--- src/rtl/red_pitaya_iq_demodulator_block.sv ---
// IQ demodulator: mixes one input with the shared sin/cos LO, integrates and dumps over 2**L
// samples, rescales, saturates, and emits one decimated I/Q pair per block with a valid strobe.
module red_pitaya_iq_demodulator_block #(
  parameter int INBITS  = 14,
  parameter int SINBITS = 14,
  parameter int OUTBITS = 14,
  parameter int MAXLOG  = 10
) (
  input  logic               clk_i,
  input  logic               rstn_i,
  input  logic [INBITS-1:0]  signal_i,
  input  logic [SINBITS-1:0] sin,
  input  logic [SINBITS-1:0] cos,
  input  logic [3:0]         avg_log2_i,
  input  logic               clear_i,
  output logic [OUTBITS-1:0] i_o,
  output logic [OUTBITS-1:0] q_o,
  output logic               valid_o,
  output logic               ovf_o
);

  localparam int PW   = INBITS + SINBITS;
  localparam int ACCW = INBITS + SINBITS + MAXLOG;

  localparam logic signed [ACCW-1:0] C_OUT_MAX = ACCW'(2**(OUTBITS-1) - 1);
  localparam logic signed [ACCW-1:0] C_OUT_MIN = -C_OUT_MAX - 1;
  localparam logic [OUTBITS-1:0]     C_SAT_MAX = {1'b0, {(OUTBITS-1){1'b1}}};
  localparam logic [OUTBITS-1:0]     C_SAT_MIN = {1'b1, {(OUTBITS-1){1'b0}}};

  logic [3:0]        w_len;
  logic [MAXLOG-1:0] w_cnt_max;
  logic [5:0]        w_shamt;
  logic              w_restart;
  logic              w_dump;
  logic              w_clip;

  logic [MAXLOG-1:0] r_cnt;
  logic              r_p_vld;
  logic              r_valid;
  logic              r_ovf;
  logic [3:0]        r_last_len;

  always_comb begin
    w_len     = (avg_log2_i > 4'(MAXLOG)) ? 4'(MAXLOG) : avg_log2_i;
    w_cnt_max = MAXLOG'((32'd1 << w_len) - 32'd1);
    w_shamt   = 6'(SINBITS - 1) + {2'b00, w_len};
    // A length change restarts the block just like clear_i (ovf handling differs below).
    w_restart = clear_i | (w_len != r_last_len);
    w_dump    = r_p_vld & (r_cnt == w_cnt_max);
  end

  // Index 0 is I (signal*sin), index 1 is Q (signal*cos).
  generate
    for (genvar gi = 0; gi < 2; gi++) begin : g_quad
      logic [SINBITS-1:0]     w_lo;
      logic signed [ACCW-1:0] w_sum;
      logic signed [ACCW-1:0] w_shift;
      logic                   w_clip_hi;
      logic                   w_clip_lo;
      logic [OUTBITS-1:0]     w_sat;
      logic signed [PW-1:0]   r_p;
      logic signed [ACCW-1:0] r_acc;
      logic [OUTBITS-1:0]     r_out;

      assign w_lo = (gi == 0) ? sin : cos;

      always_comb begin
        w_sum     = r_acc + ACCW'(r_p);
        w_shift   = w_sum >>> w_shamt;
        w_clip_hi = (w_shift > C_OUT_MAX);
        w_clip_lo = (w_shift < C_OUT_MIN);
        if (w_clip_hi)      w_sat = C_SAT_MAX;
        else if (w_clip_lo) w_sat = C_SAT_MIN;
        else                w_sat = w_shift[OUTBITS-1:0];
      end

      always_ff @(posedge clk_i or negedge rstn_i) begin
        if (!rstn_i) begin
          r_p   <= '0;
          r_acc <= '0;
          r_out <= '0;
        end else begin
          r_p <= PW'($signed(signal_i)) * PW'($signed(w_lo));
          if (w_restart) begin
            r_acc <= '0;
          end else if (r_p_vld) begin
            if (w_dump) begin
              r_acc <= '0;
              r_out <= w_sat;
            end else begin
              r_acc <= w_sum;
            end
          end
        end
      end
    end
  endgenerate

  assign w_clip = g_quad[0].w_clip_hi | g_quad[0].w_clip_lo |
                  g_quad[1].w_clip_hi | g_quad[1].w_clip_lo;

  always_ff @(posedge clk_i or negedge rstn_i) begin
    if (!rstn_i) begin
      r_cnt      <= '0;
      r_p_vld    <= 1'b0;
      r_valid    <= 1'b0;
      r_ovf      <= 1'b0;
      r_last_len <= '0;
    end else begin
      r_last_len <= w_len;
      r_valid    <= 1'b0;
      if (w_restart) begin
        // The product captured on this edge is stale; one refill cycle follows.
        r_cnt   <= '0;
        r_p_vld <= 1'b0;
        if (clear_i) r_ovf <= 1'b0;
      end else begin
        r_p_vld <= 1'b1;
        if (r_p_vld) begin
          if (w_dump) begin
            r_cnt   <= '0;
            r_valid <= 1'b1;
            if (w_clip) r_ovf <= 1'b1;
          end else begin
            r_cnt <= r_cnt + MAXLOG'(1);
          end
        end
      end
    end
  end

  assign i_o     = g_quad[0].r_out;
  assign q_o     = g_quad[1].r_out;
  assign valid_o = r_valid;
  assign ovf_o   = r_ovf;

endmodule

--- config.mk ---
export PLATFORM = sky130hd
export DESIGN_NAME = red_pitaya_iq_demodulator_block
export DESIGN_NICKNAME = d
export VERILOG_FILES = /design/src/rtl/red_pitaya_iq_demodulator_block.sv
export SDC_FILE = /design/constraint.sdc
export NUM_CORES = 2
export LEC_CHECK = 0
export ABC_AREA = 1
export CORE_MARGIN = 4
export CORE_UTILIZATION = 40
export CTS_CLUSTER_DIAMETER = 40
export DETAILED_ROUTE_END_ITERATION = 10
export SETUP_SLACK_MARGIN = 0.1
export SLEW_MARGIN = 20
export SYNTH_ARGS = -nofsm -noshare
export SYNTH_HDL_FRONTEND = slang
export SYNTH_SLANG_ARGS = --single-unit
--- constraint.sdc ---
create_clock -name clk_i -period 4.1 [get_ports clk_i]
set_clock_uncertainty 0.05 [all_clocks]
set_input_delay 0.41 -clock clk_i [delete_from_list [all_inputs] [get_ports clk_i]]
set_output_delay 0.41 -clock clk_i [all_outputs]
set_load 0.05 [all_outputs]
==> impl_metrics.ini <==
[outcome]
status = finished with violations
violations = negative setup slack

[cts]
root_buffer = clkbuf_16
cts_buffers = 17
cts_tree = built
clock_sinks = 177
clock_path_buffers = 2
clk_pin_slew_ps = 70
h-tree-depth = 4
clkLatencyLatePin_ps = 470

[timing]
period_minus_slack_ps = 5440
slew_headroom_pct = 58.68
worst_pin_slew_ps = 615.4
clock.fmax_mhz = 183.8
holdWs_ps = 387.3
drv_slew = 0
fin_crit_sh_pct = 132.7
rsz0062_at_grt = true
finalHoldViolCount = 0
finalSetupViolCount = 39
setup_ws_ps = -1340

[cells_and_area]
nFillCells = 7543
area_delta_synth_final_pct = 26.52
multi_input_area_um2 = 24860
layout.cells.non_filler = 5901
diodes = 0
final_layout_size_suffix_gt1_share_pct = 20.96
nets = 5505
seqCellArea_um2 = 4433

[synthesis]
async_flop_share_pct = 100.0
synth_cells = 4462
synth_ff_type = dfrtp_1
synth_cell_types = 59
yosysSeqAreaShare_pct = 14.04
yosysTopAreaCell = fa_1
ys_seq_elements = 177
postSynthAreaPerCell_um2 = 7.073
synth_area_leaders = fa_1 25%, nand2_1 15%, dfrtp_1 14%
synth.net_count = 5119
netlist_area_um2 = 31560
synth_edf_count = 0
yosys_warnings = 0
synth_top_area_share_pct = 24.87

[critical_path]
slowest_delay_ps = 620
worstPathMaxFanout = 4
cpMostUsedCell = buf_6
cp-start-kind = input pin
cp_data_required_time_ps = 4400
critPathCaptureType = flip-flop
path_class = input pin to flip-flop
rrSetupSlack_ps = 300
cp.arrival_ps = 5740
slowest_stage = fa_2

[grt]
antenna_found_initial = 0
grt_pass1_vias = 29488
grtUsageTotal_pct = 23.44
grt_pass1_wl_um = 156000
grt_overflow = 0
grt_max_degree = 74

[floorplanning]
rows = 102
coreArea_um2 = 77850
dieArea_um2 = 83450
design.portCount = 79
die_y_um = 288.9
initial_core_util_pct = 40.54
fp.dieW_um = 288.9

[power_and_ir_drop]
p_per_area_nw_per_um2 = 924.4
vdd_ir_drop_max_v = 0.001128
leakage_nw = 21.49

[route]
routedWlPerCell_um = 16.54
initialDrtViolationCount = 2062
drc = 0
viasPerCell = 5.048
vias = 29787
drt_wl_total_um = 97620
ant_nets = 0
first_pass_iters = 5

[placement]
place_congestion = 0.9367
io_buffers = 78
dp_cells = 5742
dp_hpwl_um = 76620

[run]
cap_violations = 0

[min_path]
min_path_type = input pin to flip-flop
-- cells by family (layout without fill, tap and decap cells) --
group                    Yosys count  in the layout  synth area share [%]
flip-flops                       177            177                 14.04
XOR/XNOR                         118            118                 3.275
adder cells (fa/ha/maj)          608            608                 33.43
AND/OR/NAND/NOR                 2113           2113                 28.48
multiplexers                       4              4                0.1269
AO/OA/AOI/OAI                    413            413                 8.084
buffers and inverters           1029           1428                 12.57
-- area by class of cell --
type,count,area share [%]
Multi-Input combinational cell,3256,62.26
Timing Repair Buffer,545,13.84
Sequential cell,177,11.10
Inverter,851,8.013
Tap cell,1040,3.259
Clock buffer,17,1.065
Clock inverter,15,0.4606
-- critical path, delay by kind of cell --
family / cells / cell delay (ps)
AOI/OAI and AO/OA: 1 / 160
xor gates and xnor gates: 1 / 130
and+or+nand+nor: 4 / 260
adders and majority gates: 7 / 3250
buffers and inverters: 15 / 1520
-- report_power, final --
group	internal, mW	leakage (nW)	switching (mW)	total (mW)
logic	16.1	18.9	16.5	32.6
registers	2.41	2.33	0.198	2.61
clock network	0.927	0.299	0.823	1.75
total	19.4	21.5	17.5	36.9
-- flip-flops by register name, summed over array words and instances (netlist names) --
register,count
valid_o,1
r_last_len,4
i_o,14
r_cnt,10
g_quad.r_p,56
ovf_o,1
r_p_vld,1
q_o,14
g_quad.r_acc,76
-- metrics by stage --
stage / worst slack [ps] / TNS, ps / area (um2) / utilization [%] / power [mW]
3_3_place_gp: -1975 / -62810 / 36260 / 46.57 / 29.14
5_1_grt: -1499 / -37610 / 39930 / 51.29 / 40.91
2_1_floorplan: -1467 / -33590 / 32290 / - / 20.45
3_5_place_dp: -2083 / -64940 / 36260 / 46.57 / 29.44
4_1_cts: -1151 / -28690 / 38410 / 49.33 / 33.81
6_report: -1340 / -30960 / 39930 / 51.29 / 36.91
-- synth_stat cells (all sizes together) (16+ instances only) --
library cell / number
clkbuf: 105
nand2: 1314
inv: 849
nor3: 29
a21oi: 150
fa: 392
o21ai: 138
o31ai: 27
nor2: 213
a2bb2oi: 20
nand3: 515
ha: 216
dfrtp: 177
nand4: 16
xnor2: 36
buf: 73
xor2: 82
-- path summary, 6_finish.rpt --
| path | cells after the start | to | start |
|---|---|---|---|
| worst max-delay path | 28 | g_quad[1].r_p[16]$_DFF_PN0_ | signal_i[5] |
| worst max register to register | 23 | q_o[10]$_DFFE_PN0P_ | g_quad[1].r_p[27]$_DFF_PN0_ |
| min in group asynchronous | 2 | g_quad[1].r_acc[35]$_DFFE_PN0P_ | rstn_i |
| worst min register to register | 2 | g_quad[0].r_acc[9]$_DFFE_PN0P_ | g_quad[0].r_acc[9]$_DFFE_PN0P_ |
| max in group asynchronous | 3 | i_o[11]$_DFFE_PN0P_ | rstn_i |
| worst min-delay path | 5 | g_quad[1].r_p[0]$_DFF_PN0_ | signal_i[0] |
-- metal layers --
metal	part of all wire, %	vias to the layer above	GRT usage (%)
li1	-	14604	-
met1	46	14114	33.35
met2	45	902	36.39
met3	5.8	167	3.320
met4	3.4	0	8.753
met5	0	-	0
-- what timing repair did --
item | CTS | global route
pin swaps | 126 | 127
hold endpoints to repair | 71 | 0
resized for setup | 312 | 333
setup endpoints to repair | 57 | 70
hold buffers | 1 | 0
setup buffers | 76 | 63
gates cloned | 10 | 1
-- cell usage in the layout, fill, tap and decap left out, types with 10 or more instances in the layout --
cell / count
a21oi_1: 95
a21oi_2: 46
a2bb2oi_2: 11
a31oi_1: 12
a32o_1: 12
buf_12: 53
buf_4: 315
buf_6: 85
buf_8: 16
clkbuf_16: 18
clkdlybuf4s50_1: 35
dfrtp_1: 176
dlygate4sd2_1: 15
fa_1: 372
fa_2: 20
ha_1: 154
ha_2: 18
ha_4: 44
inv_1: 765
inv_2: 82
nand2_1: 1178
nand2_2: 111
nand2_4: 25
nand3_1: 456
nand3_2: 56
nand3b_1: 10
nand4_1: 16
nor2_1: 182
nor2_2: 25
nor3_1: 24
o211ai_1: 12
o21ai_0: 117
o21ai_1: 11
o31ai_1: 27
xnor2_1: 33
xor2_1: 78
Power figures use the tool's default switching activity.
